--- src/rtl/alu_mul_seq_pkg.sv ---
// alu_mul_seq_pkg
//   Shared definitions for the shift-and-add multiplier controller:
//   ALU opcode constants (matching the datapath ALU) and the controller
//   state encoding.
package alu_mul_seq_pkg;

  localparam logic [3:0] ALU_NOT = 4'b0000;
  localparam logic [3:0] ALU_AND = 4'b0001;
  localparam logic [3:0] ALU_XOR = 4'b0010;
  localparam logic [3:0] ALU_OR  = 4'b0011;
  localparam logic [3:0] ALU_DEC = 4'b0100;
  localparam logic [3:0] ALU_ADD = 4'b0101;
  localparam logic [3:0] ALU_SUB = 4'b0110;
  localparam logic [3:0] ALU_INC = 4'b0111;
  localparam logic [3:0] ALU_SLT = 4'b1000;
  localparam logic [3:0] ALU_SLL = 4'b1010;
  localparam logic [3:0] ALU_SRL = 4'b1011;
  localparam logic [3:0] ALU_LUI = 4'b1100;

  typedef enum logic [2:0] {
    ST_IDLE  = 3'd0,
    ST_EVAL  = 3'd1,
    ST_ADD   = 3'd2,
    ST_SHIFT = 3'd3,
    ST_DONE  = 3'd4
  } mul_state_t;

endpackage

--- src/rtl/alu_mul_seq_if.sv ---
// alu_mul_seq_if
//   Bundles the multiplier request/response handshake and the shared-ALU
//   operand/opcode/result signals.
//   slave  : the multiplier controller (accepts start/a/b, sees alu_result,
//            drives busy/done/product and the ALU operand mux inputs)
//   master : the enclosing datapath / requester
//   Signals: start, a, b, busy, done, product,
//            alu_sel, alu_srcA, alu_srcB, alu_oper, alu_shift, alu_result
interface alu_mul_seq_if #(
  parameter int WIDTH = 32
);

  logic             start;
  logic [WIDTH-1:0] a;
  logic [WIDTH-1:0] b;
  logic             busy;
  logic             done;
  logic [WIDTH-1:0] product;
  logic             alu_sel;
  logic [WIDTH-1:0] alu_srcA;
  logic [WIDTH-1:0] alu_srcB;
  logic [3:0]       alu_oper;
  logic [4:0]       alu_shift;
  logic [WIDTH-1:0] alu_result;

  modport slave (
    input  start, a, b, alu_result,
    output busy, done, product, alu_sel, alu_srcA, alu_srcB, alu_oper, alu_shift
  );

  modport master (
    output start, a, b, alu_result,
    input  busy, done, product, alu_sel, alu_srcA, alu_srcB, alu_oper, alu_shift
  );

endinterface

--- src/rtl/alu_mul_seq.sv ---
// alu_mul_seq
//   Multi-cycle shift-and-add multiplier that borrows the shared datapath
//   ALU. Produces the low WIDTH bits of a*b using only ALU ADD (accumulate)
//   and SLL (shift multiplicand). Early exit ends the run as soon as the
//   remaining multiplier bits are all zero (when EARLY_EXIT=1).
//   Ports:
//     clk    rising-edge clock
//     rst_n  asynchronous active-low reset
//     bus    alu_mul_seq_if.slave: start/a/b in, busy/done/product out,
//            alu_sel/alu_srcA/alu_srcB/alu_oper/alu_shift out, alu_result in
//   All outputs are registered; each transition loads the output values
//   belonging to the state being entered.
module alu_mul_seq
  import alu_mul_seq_pkg::*;
#(
  parameter int WIDTH      = 32,
  parameter bit EARLY_EXIT = 1'b1
) (
  input logic          clk,
  input logic          rst_n,
  alu_mul_seq_if.slave bus
);

  localparam int                CNT_W   = $clog2(WIDTH) + 1;
  localparam logic [CNT_W-1:0]  CNT_MAX = CNT_W'(WIDTH);

  mul_state_t       state;
  logic [WIDTH-1:0] m;     // multiplicand, shifted left each step
  logic [WIDTH-1:0] q;     // multiplier, shifted right each step
  logic [WIDTH-1:0] p;     // accumulator
  logic [CNT_W-1:0] cnt;   // bits processed so far

  always_ff @(posedge clk or negedge rst_n) begin
    if (!rst_n) begin
      state         <= ST_IDLE;
      m             <= '0;
      q             <= '0;
      p             <= '0;
      cnt           <= '0;
      bus.product   <= '0;
      bus.busy      <= 1'b0;
      bus.done      <= 1'b0;
      bus.alu_sel   <= 1'b0;
      bus.alu_srcA  <= '0;
      bus.alu_srcB  <= '0;
      bus.alu_oper  <= ALU_ADD;
      bus.alu_shift <= 5'd0;
    end else begin
      bus.done <= 1'b0;
      case (state)
        ST_IDLE: begin
          if (bus.start) begin
            m        <= bus.a;
            q        <= bus.b;
            p        <= '0;
            cnt      <= '0;
            state    <= ST_EVAL;
            bus.busy <= 1'b1;
          end
        end

        ST_EVAL: begin
          if ((cnt == CNT_MAX) || (EARLY_EXIT && (q == '0))) begin
            // P is stable here, so the result is presented together with done.
            state       <= ST_DONE;
            bus.busy    <= 1'b0;
            bus.done    <= 1'b1;
            bus.product <= p;
          end else if (q[0]) begin
            state         <= ST_ADD;
            bus.alu_sel   <= 1'b1;
            bus.alu_srcA  <= p;
            bus.alu_srcB  <= m;
            bus.alu_oper  <= ALU_ADD;
            bus.alu_shift <= 5'd0;
          end else begin
            state         <= ST_SHIFT;
            bus.alu_sel   <= 1'b1;
            bus.alu_srcA  <= '0;
            bus.alu_srcB  <= m;
            bus.alu_oper  <= ALU_SLL;
            bus.alu_shift <= 5'd1;
          end
        end

        ST_ADD: begin
          // M is untouched in ADD, so it is still valid as the SHIFT operand.
          p             <= bus.alu_result;
          state         <= ST_SHIFT;
          bus.alu_srcA  <= '0;
          bus.alu_srcB  <= m;
          bus.alu_oper  <= ALU_SLL;
          bus.alu_shift <= 5'd1;
        end

        ST_SHIFT: begin
          m             <= bus.alu_result;
          q             <= q >> 1;
          cnt           <= cnt + 1'b1;
          state         <= ST_EVAL;
          bus.alu_sel   <= 1'b0;
          bus.alu_srcA  <= '0;
          bus.alu_srcB  <= '0;
          bus.alu_oper  <= ALU_ADD;
          bus.alu_shift <= 5'd0;
        end

        ST_DONE: begin
          state <= ST_IDLE;
        end

        default: begin
          state         <= ST_IDLE;
          bus.busy      <= 1'b0;
          bus.alu_sel   <= 1'b0;
          bus.alu_srcA  <= '0;
          bus.alu_srcB  <= '0;
          bus.alu_oper  <= ALU_ADD;
          bus.alu_shift <= 5'd0;
        end
      endcase
    end
  end

endmodule

--- src/flat_wrapper.sv ---
// flat-port wrapper written by rule: the top's interface ports become plain ports
module alu_mul_seq_flat import alu_mul_seq_pkg::*;
#(
  parameter int WIDTH      = 32,
  parameter bit EARLY_EXIT = 1'b1
)
  (clk, rst_n, bus_start, bus_a, bus_b, bus_alu_result, bus_busy, bus_done, bus_product, bus_alu_sel, bus_alu_srcA, bus_alu_srcB, bus_alu_oper, bus_alu_shift);
  alu_mul_seq_if #(.WIDTH(WIDTH)) bus_i ();
  input logic clk;
  input logic rst_n;
  input wire logic [$bits(bus_i.start)-1:0] bus_start;
  input wire logic [$bits(bus_i.a)-1:0] bus_a;
  input wire logic [$bits(bus_i.b)-1:0] bus_b;
  input wire logic [$bits(bus_i.alu_result)-1:0] bus_alu_result;
  output wire logic [$bits(bus_i.busy)-1:0] bus_busy;
  output wire logic [$bits(bus_i.done)-1:0] bus_done;
  output wire logic [$bits(bus_i.product)-1:0] bus_product;
  output wire logic [$bits(bus_i.alu_sel)-1:0] bus_alu_sel;
  output wire logic [$bits(bus_i.alu_srcA)-1:0] bus_alu_srcA;
  output wire logic [$bits(bus_i.alu_srcB)-1:0] bus_alu_srcB;
  output wire logic [$bits(bus_i.alu_oper)-1:0] bus_alu_oper;
  output wire logic [$bits(bus_i.alu_shift)-1:0] bus_alu_shift;
  assign bus_i.start = bus_start;
  assign bus_i.a = bus_a;
  assign bus_i.b = bus_b;
  assign bus_i.alu_result = bus_alu_result;
  assign bus_busy = bus_i.busy;
  assign bus_done = bus_i.done;
  assign bus_product = bus_i.product;
  assign bus_alu_sel = bus_i.alu_sel;
  assign bus_alu_srcA = bus_i.alu_srcA;
  assign bus_alu_srcB = bus_i.alu_srcB;
  assign bus_alu_oper = bus_i.alu_oper;
  assign bus_alu_shift = bus_i.alu_shift;
  alu_mul_seq #(.WIDTH(WIDTH), .EARLY_EXIT(EARLY_EXIT)) u_core (.clk(clk), .rst_n(rst_n), .bus(bus_i));
endmodule
--- config.mk ---
export PLATFORM = sky130hd
export DESIGN_NAME = alu_mul_seq_flat
export DESIGN_NICKNAME = d
export VERILOG_FILES = /design/src/rtl/alu_mul_seq_pkg.sv /design/src/rtl/alu_mul_seq_if.sv /design/src/rtl/alu_mul_seq.sv /design/src/flat_wrapper.sv
export SDC_FILE = /design/constraint.sdc
export NUM_CORES = 1
export LEC_CHECK = 0
export BUFFER_PORTS_ARGS = -buffer_cell sky130_fd_sc_hd__buf_2
export CAP_MARGIN = 40
export CORE_UTILIZATION = 57
export CTS_CLUSTER_SIZE = 20
export DETAILED_ROUTE_END_ITERATION = 12
export HOLD_SLACK_MARGIN = 0.06
export PLACE_DENSITY = 0.85
export RECOVER_POWER = 100
export SYNTH_ARGS = -nofsm -noshare
export SYNTH_HDL_FRONTEND = slang
export SYNTH_SLANG_ARGS = --single-unit
export TNS_END_PERCENT = 1
--- constraint.sdc ---
create_clock -name clk -period 5.4 [get_ports clk]
set_input_delay 0.27 -clock clk [delete_from_list [all_inputs] [get_ports clk]]
set_output_delay 0.27 -clock clk [all_outputs]
set_load 0.02 [all_outputs]
==> reports/results.ini <==
[status]
outcome=complete, but fails checks
violations=capacitance limit, slew limit

[timing]
tightestPinTransition_ps=1793
fin_worst_skew_ps=6.414
slew_headroom=-0.1953
hold_viol=0
fmax_mhz=274.7
fin_crit_sh=0.6742
setup_viol=0
setup_tns_ps=0
rsz0062_at_grt=no
finalCriticalPeriod_ps=3641
drv_slew=50

[pwr]
pwr-share-clk=0.227
powerDensity_mw_per_mm2=616.6
p_total_mw=6.331
internal-power_mw=3.835
power.leakage_nw=4.816
p_switching_mw=2.496
peakVddDrop_mv=0.4155
p_comb_frac=0.361
power_frac_seq=0.412
power_switching_share=0.3943

[placed_design]
hpwl_um=12330
finalWeightedCongestion=0.7957
port_buffers=202
postPlaceCellArea_mm2=0.009184
place_inst=992

[cells_and_area]
instances_no_fill=1094
stdcell_area_mm2=0.01027
area_delta_synth_final_pct=26.91
num_antenna_cells=0
finish.net_count=1004
drive_gt1_frac=0.1586

[clocking]
cts_setup_buffers=0
numCtsBuffers=21
cts_tree=done
cts_sinks=206
clockBufferDepth=3
path_clk_slew_ps=60
cts-htree-levels=1
root_buffer=clkbuf_16
clock_latency_ps=490

[floorplan]
top_level_ports=207
start_util=0.5828
dieArea_mm2=0.01467
floorplan.core_area_mm2=0.01388
die_x_um=121.1
row_count=43
die_h_um=121.1

[logic_synthesis]
yosys_warnings=0
synth.most_common_cell=dfrtp_1
synthCells=651
synth.area.top_cells=dfrtp_1 (63%), a22o_1 (11%), nor2_1 (6.1%)
synth_edf_count=0
yosysTopAreaCell=dfrtp_1
synth_seq_cells=206
synth_area_per_cell_um2=12.43
async_reset_ff_frac=1.000
synth_area_mm2=0.008090
synth_top_area_frac=0.6341
synth.top_cells.by_count=dfrtp_1 (205), nor2_1 (132), a22o_1 (98), o22ai_1 (63), mux2_4 (28)
synth_cell_type_count=38
ys.flop_type=dfrtp_1
seq_area_frac_synth=0.6373

[setup_path]
crit_buf_inv=1
path_max_fanout=27
worst-setup-path-type=flop to flop
max_stage_delay_ps=1200
crit_required_ps=5760
worst_path_dominant_cell_family=simple AND/OR/NAND/NOR gates
crit_arrival_ps=4000
crit_chain=nand2b_1 > nor2_1 > nor2_1 > clkbuf_1 > a22o_1
startpoint_type=flop
cpMaxStageDelayCell=nor2_1
cp-end-kind=flop
cp_common_cell=nor2_1

[drt]
viasPerCell=5.970
wl_um=22300
drtAntennaViolNets=0
avgRoutedWirePerCell_um=20.38
dr.pass1.iters=7
vias=6531
drt_iter0_markers=575
post-route-drc-count=0

[global_route]
grt_pass1_vias=6594
grt_max_degree=78
grt_util_all_layers=0.3002
grt_overflow=0
antenna_found_initial=0
grt_pass1_wl_um=34020

[hold_path]
min_path_type=input pin to flop

[flow_run]
drv_cap=2

registers in the layout, summed over array words and instances (netlist names):
signal	count
u_core.bus.alu_srcA	32
u_core.bus.busy	1
u_core.bus.alu_oper	2
u_core.bus.done	1
u_core.m	32
u_core.bus.alu_srcB	32
u_core.bus.product	32
u_core.bus.alu_sel	1
u_core.q	32
u_core.p	32
u_core.cnt	6
u_core.state	3
final timing paths:
check                                start  slack (ps)  depth (start not counted)                       to
max                        u_core.state[2]        1760                          5              u_core.p[9]
min                              bus_b[23]          70                          3             u_core.q[23]
max reg2reg                u_core.state[2]        1760                          5              u_core.p[9]
min reg2reg                   u_core.m[14]         490                          1  u_core.bus.alu_srcB[14]
max in group asynchronous            rst_n        2920                          3             u_core.m[29]
min in group asynchronous            rst_n         360                          2   u_core.bus.product[17]
worst register-to-register path, delay by kind of cell (launching register included):
family                 cells  cell delay [ps]
and+or+nand+nor            3             1930
buffers and inverters      1              700
AOI/OAI and AO/OA          1              440
DFF                        1              460
through the flow:
step / worst slack, ps / util / hold slack (ps)
2_1_floorplan: 3485 / - / -25.59
4_1_cts: 2655 / 0.7586 / 60.66
3_5_place_dp: 2682 / 0.6616 / 332.2
6_report: 1759 / 0.7397 / 67.47
5_1_grt: 1569 / 0.7397 / 76.09
3_3_place_gp: 2735 / 0.6582 / 330.2
power groups by stage:
stage / clock, mW / sequential [mW] / combinational [mW]
after floorplan: 0 / 2.78 / 1.37
final: 1.44 / 2.61 / 2.29
after CTS: 1.45 / 2.59 / 2.36
after global routing: 1.50 / 2.66 / 2.49
after global placement: 0 / 2.57 / 2.22
after detailed placement: 0 / 2.59 / 2.31
cell families after synthesis:
family                   Yosys count  synth area share
AND/OR/NAND/NOR                  166           0.08769
buffers and inverters             59           0.03743
other                              1         0.0004635
multiplexers                      34           0.06001
adder cells (fa/ha/maj)            2          0.003093
AO/OA/AOI/OAI                    183            0.1740
flip-flops                       206            0.6373
routing by layer:
layer / GRT usage / part of all wire
met1: 0.3887 / 0.40
met2: 0.5054 / 0.50
met3: 0.06673 / 0.082
met4: 0.09182 / 0.024
met5: 0 / 0
placed cells by master, fill, tap and decap left out, drive strengths merged, types with 2 or more instances in the layout:
cell / instances
a21oi: 4
a22o: 98
buf: 105
bufinv: 2
clkbuf: 135
clkinv: 3
conb: 4
dfrtp: 205
dlygate4sd3: 67
ha: 2
inv: 7
mux2: 32
mux2i: 2
nand2: 8
nand2b: 2
nand3: 3
nand3b: 3
nand4: 3
nor2: 132
nor2b: 3
nor4: 8
o21ai: 11
o22ai: 63
area by class of cell:
type	instances	area [µm²]
sequential	206	5156
clock buffer	28	591.8
inverter	6	22.52
timing repair buffer	279	1660
clock inverter	6	83.83
multi-input combinational	389	2527
tap	180	225.2
fill	971	3613
repair_timing:
action / in CTS / in global routing
hold endpoints to repair: 141 / 0
endpoints found under the setup margin: 0 / 0
gates resized for setup: 0 / 0
hold buffers: 67 / 0
Power figures use the tool's default switching activity.
